`src/rtl/dmem_arb_pkg.sv`:
```
// Shared types and constants for the data-memory arbiter.
// Optional statistics counters are enabled with DMEM_ARB_STATS_EN (see dmem_arbiter).
package dmem_arb_pkg;

   typedef enum logic [1:0] {
      IDLE  = 2'd0,
      ISSUE = 2'd1,
      WAIT  = 2'd2,
      RESP  = 2'd3
   } arb_state_e;

   localparam logic       OWNER_CPU  = 1'b0;
   localparam logic       OWNER_DMA  = 1'b1;
   localparam logic [3:0] SMASK_WORD = 4'b0000;

   // Wide enough for MEM_LAT-1 with MEM_LAT up to 7.
   localparam int CNT_W = 3;

endpackage

```
`src/rtl/dmem_arbiter_rr_arb2.sv`:
```
// Two-way round-robin arbiter: req[0]=CPU, req[1]=DMA. On contention the port
// that did not win last time is granted; last_grant doubles as the current owner.
module rr_arb2
   import dmem_arb_pkg::*;
(
   input  logic       clk_i,
   input  logic       rst_ni,
   input  logic [1:0] req,
   input  logic       en,
   output logic [1:0] gnt,
   output logic       last_grant
);

   always_comb begin
      gnt = 2'b00;
      if (en) begin
         if (&req) begin
            gnt = (last_grant == OWNER_DMA) ? 2'b01 : 2'b10;
         end else begin
            gnt = req;
         end
      end
   end

   always_ff @(posedge clk_i or negedge rst_ni) begin
      if (!rst_ni) begin
         last_grant <= OWNER_DMA;
      end else if (|gnt) begin
         last_grant <= gnt[1];
      end
   end

endmodule

```
`src/rtl/dmem_arbiter.sv`:
```
// Shares the data-memory port between the CPU load/store path and the DMA loader.
// Defining DMEM_ARB_STATS_EN adds saturating grant/conflict counters.
//
//   state | meaning
//   IDLE  | arbitrate; latch winner's request fields
//   ISSUE | one-cycle mem read/write enable pulse, load latency counter
//   WAIT  | count memory latency, capture read data on terminal count
//   RESP  | release CPU stall or pulse dma_done_o
module dmem_arbiter
   import dmem_arb_pkg::*;
#(
   parameter int MEM_LAT = 2,
   parameter int AW      = 32,
   parameter int DW      = 32
) (
   input  logic          clk_i,
   input  logic          rst_ni,
   input  logic          cpu_r_ena_i,
   input  logic          cpu_w_ena_i,
   input  logic [AW-1:0] cpu_addr_i,
   input  logic [DW-1:0] cpu_w_data_i,
   input  logic [3:0]    cpu_sign_mask_i,
   output logic [DW-1:0] cpu_r_data_o,
   output logic          cpu_stall_o,
   input  logic          dma_valid_i,
   output logic          dma_ready_o,
   input  logic          dma_we_i,
   input  logic [AW-1:0] dma_addr_i,
   input  logic [DW-1:0] dma_w_data_i,
   output logic          dma_done_o,
   output logic [DW-1:0] dma_r_data_o,
   output logic [AW-1:0] mem_addr_o,
   output logic [DW-1:0] mem_w_data_o,
   output logic [3:0]    mem_sign_mask_o,
   output logic          mem_r_ena_o,
   output logic          mem_w_ena_o,
   input  logic [DW-1:0] mem_r_data_i
`ifdef DMEM_ARB_STATS_EN
   ,
   output logic [15:0]   stat_cpu_grants_o,
   output logic [15:0]   stat_dma_grants_o,
   output logic [15:0]   stat_conflicts_o
`endif
);

   arb_state_e       state_q, state_d;
   logic [CNT_W-1:0] cnt_q;
   logic [1:0]       gnt;
   logic             owner_q;
   logic             we_q;
   logic             cpu_req;
   logic             arb_en;
   logic [DW-1:0]    cpu_rdata_q;
   logic [DW-1:0]    dma_rdata_q;

   assign cpu_req = cpu_r_ena_i | cpu_w_ena_i;
   assign arb_en  = (state_q == IDLE);

   rr_arb2 u_rr_arb2 (
      .clk_i      (clk_i),
      .rst_ni     (rst_ni),
      .req        ({dma_valid_i, cpu_req}),
      .en         (arb_en),
      .gnt        (gnt),
      .last_grant (owner_q)
   );

   always_ff @(posedge clk_i or negedge rst_ni) begin
      if (!rst_ni) begin
         state_q <= IDLE;
      end else begin
         state_q <= state_d;
      end
   end

   always_comb begin
      state_d = state_q;
      case (state_q)
         IDLE:    if (|gnt) state_d = ISSUE;
         ISSUE:   state_d = WAIT;
         WAIT:    if (cnt_q == '0) state_d = RESP;
         RESP:    state_d = IDLE;
         default: state_d = IDLE;
      endcase
   end

   // Request fields are latched at grant so a requester may drop or change them afterwards.
   always_ff @(posedge clk_i or negedge rst_ni) begin
      if (!rst_ni) begin
         mem_addr_o      <= '0;
         mem_w_data_o    <= '0;
         mem_sign_mask_o <= '0;
         we_q            <= 1'b0;
         cnt_q           <= '0;
         cpu_rdata_q     <= '0;
         dma_rdata_q     <= '0;
      end else begin
         case (state_q)
            IDLE: begin
               if (gnt[OWNER_CPU]) begin
                  mem_addr_o      <= cpu_addr_i;
                  mem_w_data_o    <= cpu_w_data_i;
                  mem_sign_mask_o <= cpu_sign_mask_i;
                  we_q            <= cpu_w_ena_i;
               end else if (gnt[OWNER_DMA]) begin
                  mem_addr_o      <= dma_addr_i;
                  mem_w_data_o    <= dma_w_data_i;
                  mem_sign_mask_o <= SMASK_WORD;
                  we_q            <= dma_we_i;
               end
            end
            ISSUE: cnt_q <= CNT_W'(MEM_LAT - 1);
            WAIT: begin
               if (cnt_q == '0) begin
                  if (!we_q) begin
                     if (owner_q == OWNER_CPU) cpu_rdata_q <= mem_r_data_i;
                     else                      dma_rdata_q <= mem_r_data_i;
                  end
               end else begin
                  cnt_q <= cnt_q - CNT_W'(1);
               end
            end
            default: ;
         endcase
      end
   end

   assign mem_r_ena_o  = (state_q == ISSUE) && !we_q;
   assign mem_w_ena_o  = (state_q == ISSUE) && we_q;
   assign cpu_stall_o  = cpu_req && !((state_q == RESP) && (owner_q == OWNER_CPU));
   assign dma_ready_o  = gnt[OWNER_DMA];
   assign dma_done_o   = (state_q == RESP) && (owner_q == OWNER_DMA);
   assign cpu_r_data_o = cpu_rdata_q;
   assign dma_r_data_o = dma_rdata_q;

`ifdef DMEM_ARB_STATS_EN
   always_ff @(posedge clk_i or negedge rst_ni) begin
      if (!rst_ni) begin
         stat_cpu_grants_o <= '0;
         stat_dma_grants_o <= '0;
         stat_conflicts_o  <= '0;
      end else begin
         if (gnt[OWNER_CPU] && (stat_cpu_grants_o != 16'hFFFF))
            stat_cpu_grants_o <= stat_cpu_grants_o + 16'd1;
         if (gnt[OWNER_DMA] && (stat_dma_grants_o != 16'hFFFF))
            stat_dma_grants_o <= stat_dma_grants_o + 16'd1;
         if (arb_en && cpu_req && dma_valid_i && (stat_conflicts_o != 16'hFFFF))
            stat_conflicts_o <= stat_conflicts_o + 16'd1;
      end
   end
`endif

endmodule

```
`config.mk`:
```
export PLATFORM = sky130hd
export DESIGN_NAME = dmem_arbiter
export DESIGN_NICKNAME = d
export VERILOG_FILES = /design/src/rtl/dmem_arb_pkg.sv /design/src/rtl/dmem_arbiter_rr_arb2.sv /design/src/rtl/dmem_arbiter.sv
export SDC_FILE = /design/constraint.sdc
export NUM_CORES = 1
export LEC_CHECK = 0
export CAP_MARGIN = 10
export CORE_AREA = 4 4 116 118
export CTS_BUF_LIST = sky130_fd_sc_hd__clkbuf_8
export DETAILED_ROUTE_END_ITERATION = 12
export DIE_AREA = 0 0 120 122
export DONT_BUFFER_PORTS = 1
export PLACE_DENSITY_LB_ADDON = 0.12
export SLEW_MARGIN = 20
export SYNTH_ARGS = -nofsm -noshare
export SYNTH_HDL_FRONTEND = slang
export SYNTH_HIERARCHICAL = 1
export SYNTH_SLANG_ARGS = --single-unit
```
`constraint.sdc`:
```
create_clock -name clk_i -period 2.87 [get_ports clk_i]
set_input_delay 0.574 -clock clk_i [delete_from_list [all_inputs] [get_ports clk_i]]
set_output_delay 0.574 -clock clk_i [all_outputs]
set_load 0.01 [all_outputs]
```
==> results.md, run 1 <==
* Die Height at 122 µm
* Final worst path period share at 0.948
* Commonest cells after routing, fill and taps aside: 138 x dfrtp_1, 68 x mux2i_1, 68 x nand2_1
* Peak VDD IR at 0.474 mV
* Worst setup path class: flop to primary output
* FMAX at 368 MHz
* Synthesized Nets at 650
* Core area at 12,500 µm²
* Critical Path Start Type: flop
* Post-synth EDFFs at 0
* Req. time, crit path at 2300 ps
* CTS buffer count at 17
* Post-layout nets at 645
* GR Overflow Total at 0
* Vias in the first global route at 3,700
* FFs w/ async S/R, synth at 1.00
* Clk sinks at 139
* Synth area leader: dfrtp_1
* Layout cell share with drive strength beyond 1 at 0.191
* Slew headroom at 0.515
* Effective utilization at floorplan at 0.488
* Commonest non-fill, non-tap cell in the layout: dfrtp_1
* Die X at 120 µm
* DRC Markers at 0
* Initial antenna violation count at 1
* DRC marker count from the first detailed-route iteration at 186
* IO buf count at 0
* Final WL at 13,900 µm
* CTS tree: built
* Seq cells post-synth at 139
* Crit-path max FO at 10
* Ys flop type: dfrtp_1
* PD cells at 1140 nW/µm²
* Dpl hpwl at 10,200 µm
* Synth Warn # at 6
* Max-slew violation count at 0
* Global Route Usage Sum at 0.190
* Routability congestion estimate at 0.749
* Post-layout util at 0.523
* Row count at 41
* Status: finished, violations left
* First-pass GRT wire length at 21,100 µm
* Cell variety after synth at 29
* Largest net degree at the start of global routing at 140
* Top-area cell type share of the netlist area at 0.568
* Die area at 14,600 µm²
* Clock buffer depth at 2
* Top post-synthesis cells by area: dfrtp_1 57%, mux2i_1 11%, mux2_4 7.4%
* Pleak at 2.93 nW
* ANT cells at 0
* Mapped Cells at 473
* CP Capture Type: primary output
* Hold_ws at -164 ps
* WP data arrival at 2150 ps
* Ports at 307
* Routed Antenna Nets at 0
* CTS HTree Levels at 4
* Clock slew at reported path FFs at 70 ps
* Max Clock Skew at 6.95 ps
* Failing checks: negative hold slack
* Minimum clock period at 2720 ps
* RSZ-0062 raised after global routing: false
* Worst Max-Slew Pin Slew at 727 ps
* Hold Vio Cnt, Final at 138
* CTS root buffer: clkbuf_8
* WL per Instance at 21.3 µm
* Syn_area_per_cell at 12.9 µm²
* Number of max-cap violations at 0
* Drt pass-1 iters at 4
* Area Growth Syn to Fin at 7.14%
* Filler Cells Inserted at 1,109
* Via Count at 3,530
* Vias per inst at 5.41
* Mapped Area at 6080 µm²
* Seq/Total Area, Yosys at 0.572
* Worst Hold Class: primary input to asynchronous set/reset pin
* Worst-skew pair later-pin latency at 430 ps
* Final setup vio count at 0
* Setup TNS at 0 ps
==> worst paths after layout <==
kind                             startpoint                   end  slack (ps)  depth (start not counted)
setup / recovery                 state_q[0]           dma_ready_o         150                          5
hold / removal                       rst_ni      cpu_r_data_o[21]        -160                          0
setup reg to reg                 state_q[0]    mem_sign_mask_o[0]         510                          7
hold reg to reg                    cnt_q[2]              cnt_q[2]         530                          2
max in group asynchronous            rst_ni  u_rr_arb2/last_grant        2820                          0
min in group clk_i         mem_r_data_i[18]      dma_r_data_o[18]         270                          1
==> critical path, stage by stage, from the launching register on <==
cell	delay [ps]
dfrtp_1	410
inv_1	120
ha_1	440
nand2_1	160
a21oi_1	360
buf_4	220
==> state kept, by name, summed over array words and instances, names as in the netlist <==
register              count
cnt_q                     3
cpu_r_data_o             32
dma_r_data_o             32
mem_addr_o               32
mem_sign_mask_o           4
mem_w_data_o             32
state_q                   2
u_rr_arb2/last_grant      1
we_q                      1
==> kinds of logic (layout without fill, tap and decap cells) <==
| family | after synthesis | count (layout) | synth area share |
|---|---|---|---|
| AO/OA/AOI/OAI | 76 | 76 | 0.0693 |
| multiplexers | 134 | 134 | 0.253 |
| flip-flops | 139 | 139 | 0.572 |
| AND/OR/NAND/NOR | 79 | 79 | 0.0549 |
| adder cells (fa/ha/maj) | 7 | 7 | 0.0144 |
| buffers and inverters | 38 | 46 | 0.0366 |
==> Yosys cell counts (2+ instances only) <==
cell type / instances
nor2_1: 2
a32o_1: 4
dfrtp_1: 138
o21ai_0: 53
clkbuf_1: 6
buf_4: 10
mux2_2: 20
o21ai_1: 12
mux2_1: 16
buf_2: 10
and2_1: 2
nand2b_1: 2
mux2i_1: 68
nand2_1: 68
inv_1: 8
mux2_4: 30
a21oi_1: 3
ha_1: 7
buf_6: 4
==> where the power goes <==
part	switching (mW)	leakage, nW	internal [mW]
Combinational	0.947	1.04	1.05
Clock	0.692	0.194	0.669
Sequential	1.17	1.70	2.92
Total	2.81	2.93	4.63
==> area by class of cell <==
class                      instances  area, µm²  share of cell area
clock buffer                      21        289              0.0444
clock inverter                    11       53.8             0.00826
inverter                           8       30.0             0.00461
multi-input combinational        296       2390               0.367
sequential                       139       3480               0.534
tap                              172        215              0.0330
timing repair buffer               6       57.6             0.00883
==> routing by layer <==
| layer | vias up | wire [µm] | track usage |
|---|---|---|---|
| met3 | 22 | 1570 | 0.0966 |
| met4 | 2 | 285 | 0.0744 |
| met1 | 1701 | 5040 | 0.209 |
| met5 | - | 7 | 0 |
| li1 | 1620 | - | - |
| met2 | 185 | 6990 | 0.314 |
==> per-stage QoR <==
| stage | power, mW | hold slack, ps | instance area (µm²) | instances | worst slack (ps) |
|---|---|---|---|---|---|
| 2_1_floorplan | 5.63 | 278 | 6080 | 473 | 880 |
| 6_report | 7.44 | -164 | 6520 | 653 | 150 |
| 3_3_place_gp | 6.07 | 282 | 6170 | 621 | 643 |
| 4_1_cts | 7.56 | -205 | 6520 | 653 | 116 |
| 3_5_place_dp | 6.19 | 282 | 6170 | 621 | 504 |
| 5_1_grt | 7.97 | -215 | 6520 | 653 | 6.72 |
==> what timing repair did <==
action                                  in CTS  in global routing
endpoints found under the hold margin      139                139
gates resized for setup                      0                  0
endpoints found under the setup margin       0                  0
setup buffers                                0                  0
Note: power is estimated with default switching activity, not from simulation.
==> run 2: changes to the inputs <==
CORE_AREA = unset   (was 4 4 116 118)
CORE_ASPECT_RATIO = 1.4   (was unset)
CORE_MARGIN = 4   (was unset)
CORE_UTILIZATION = 45   (was unset)
CTS_CLUSTER_DIAMETER = 60   (was unset)
DIE_AREA = unset   (was 0 0 120 122)
==> run 2 against run 1 <==
Effect of this change:
- final cell count grew 1.5%
- the flow still finishes with violations (negative hold slack)
- first-iteration DRC count shrank 30%
- clock skew grew 5.6 ps
- sequential power is essentially flat
- critical path depth is the same
- global-route usage shrank 1.1 points
- register-to-register slack lost 80 ps
- sequential cell count is the same
- die area grew 5.6%
- utilization shrank 2.6 points
- largest power group unchanged
==> results.md, run 2 (synthesized netlist as in run 1, its figures left out) <==
* Critical Path Start Type: flop
* IO buf count at 0 (unchanged)
* Row count at 50 (+22%)
* WP data arrival at 2100 ps (-50 ps)
* Worst R2R Path Depth at 8 (+1)
* Crit-path cells: inv_1 > ha_1 > nand2_1 > a21oi_1 > buf_4
* DRC Markers at 0 (unchanged)
* Final worst slack at 196 ps (+45.9 ps)
* M2 GR Usage at 0.302 (-0.0117)
* GR Layer Usage met1 at 0.196 (-0.0131)
* Final WL at 13,900 µm (about the same)
* CP Launch Point: state_q[0]
* Minimum clock period at 2670 ps (-45.9 ps)
* CP Capture Type: primary output
* CTS root buffer: clkbuf_8
* Pre-CTS WS at 402 ps (-102 ps)
* Status: finished, violations left
* Die area at 15,500 µm² (+5.6%)
* FMAX at 374 MHz (+1.7%)
* Setup crit end: dma_ready_o
* Dpl hpwl at 10,300 µm (+0.75%)
* Layout cell share with drive strength beyond 1 at 0.195 (+0.00416)
* Max-slew violation count at 0 (unchanged)
* Pleak at 2.94 nW (+0.41%)
* First-pass GRT wire length at 21,300 µm (+0.95%)
* WL per Instance at 21.0 µm (-1.5%)
* Core area at 13,300 µm² (+6.9%)
* Peak VDD IR at 0.437 mV (-7.8%)
* CTS buffer count at 17 (unchanged)
* Buffer count from post-CTS setup fixing at 0 (unchanged)
* RR Startpoint: state_q[0]
* Filler Cells Inserted at 1,198 (+8.0%)
* Slowest cell on crit path: ha_1
* CTS HTree Levels at 4 (unchanged)
* Effective utilization at floorplan at 0.456 (-0.0315)
* Hold Vio Cnt, Final at 138 (unchanged)
* Post-layout nets at 646 (+0.16%)
* DRC marker count from the first detailed-route iteration at 131 (-30%)
* Flop2flop setup slack at 430 ps (-80 ps)
* Number of max-cap violations at 0 (unchanged)
* Drt pass-1 iters at 4 (unchanged)
* Tot Pwr at 7.66 mW (+3.0%)
* Worst setup path class: flop to primary output
* Failing checks: negative hold slack
* Post-CTS Resized at 0 (unchanged)
* Clk sinks at 139 (unchanged)
* Worst reg2reg endpoint: state_q[1]
* Post-layout util at 0.496 (-0.0265)
* Crit-path max FO at 10 (unchanged)
* Worst Hold Class: primary input to asynchronous set/reset pin
* Final worst path period share at 0.932 (-0.0160)
* Max Clock Skew at 12.5 ps (+5.58 ps)
* Setup TNS at 0 ps (unchanged)
* Vias per inst at 5.25 (-2.9%)
* Initial antenna violation count at 0 (-1)
* Commonest non-fill, non-tap cell in the layout: dfrtp_1
* Worst-skew pair later-pin latency at 430 ps (about the same)
* Vias in the first global route at 3,761 (+1.6%)
* Routed Antenna Nets at 0 (unchanged)
* PD cells at 1160 nW/µm² (+1.5%)
* RSZ-0062 raised after global routing: false
* Ports at 307 (unchanged)
* Req. time, crit path at 2300 ps (about the same)
* Commonest cells after routing, fill and taps aside: 138 x dfrtp_1, 68 x mux2i_1, 68 x nand2_1
* Slew headroom at 0.523 (+0.00780)
* Slowest stage delay, CP at 430 ps (about the same)
* GR Overflow Total at 0 (unchanged)
* ANT cells at 0 (unchanged)
* CTS tree: built
* Hold_ws at -162 ps (+2.35 ps)
* GRT busiest layer: met2
* Worst Max-Slew Pin Slew at 713 ps (-14.4 ps)
* Die Height at 146 µm (+19%)
* Largest net degree at the start of global routing at 140 (unchanged)
* Clock buffer depth at 2 (unchanged)
* Global Route Usage Sum at 0.178 (-0.0114)
* Die X at 106 µm (-11%)
* Routability congestion estimate at 0.740 (-1.2%)
* Area Growth Syn to Fin at 8.72%
* Clock slew at reported path FFs at 80 ps (about the same)
* Final setup vio count at 0 (unchanged)
* Via Count at 3,481 (-1.4%)
* Met3 Usage GRT at 0.0759 (-0.0207)
## run 2: cell types whose count changed in the layout (fill, tap and decap cells not counted), sizes merged
cell,delta
buf,+1
bufinv,+2
clkbuf,-4
clkinv,-3
clkinvlp,+3
inv,+1
## run 2: power by group
part | internal (mW) | switching [mW] | leakage, nW
sequential | 2.91 | 1.18 | 1.70
clock | 0.771 | 0.768 | 0.186
combinational | 1.08 | 0.949 | 1.06
total | 4.76 | 2.90 | 2.94
## run 2: metal layers
metal / part of all wire / wire length (µm)
met2: 0.51 / 7160
met3: 0.12 / 1600
met4: 0.019 / 260
met5: 0 / 0
met1: 0.35 / 4880
## run 2: metrics by stage
stage	area, µm²	hold slack (ps)	cells
2_1_floorplan	6080	278	473
3_3_place_gp	6230	282	632
3_5_place_dp	6230	282	632
4_1_cts	6610	-202	663
5_1_grt	6610	-204	663
6_report	6610	-162	663
## run 2: worst min path at each step
| stage | cells past startpoint | end | slack (ps) | startpoint |
|---|---|---|---|---|
| after CTS | 0 | mem_addr_o[5] | -200 | rst_ni |
| after global routing | 0 | mem_addr_o[3] | -200 | rst_ni |
| after global placement | 0 | cpu_r_data_o[22] | 280 | rst_ni |
| final | 0 | cpu_r_data_o[24] | -160 | rst_ni |
| after detailed placement | 0 | dma_r_data_o[22] | 280 | rst_ni |
| after floorplan | 0 | cnt_q[0] | 280 | rst_ni |
## run 2: cell type report
type / instances / area, µm² / share of cell area
clock buffers: 17 / 234 / 0.0354
clock inverters: 14 / 148 / 0.0223
inverters: 8 / 30.0 / 0.00454
multi-input cells: 296 / 2390 / 0.362
flip-flops and latches: 139 / 3480 / 0.526
well taps: 182 / 228 / 0.0344
repair buffers: 7 / 103 / 0.0155
## run 2: critical path: cells and delay by family (launching register included)
family | cells | cell delay [ps]
simple gates | 1 | 160
flops | 1 | 410
buf+inv | 2 | 330
fa+ha+maj | 1 | 430
compound gates | 1 | 350
==> run 3: changes to the inputs <==
CAP_MARGIN = 15   (was 10)
SKIP_CTS_REPAIR_TIMING = 1   (was unset)
==> results of run 3 <==
Same layout as run 2: the final DEF is identical, and so are final timing and power.
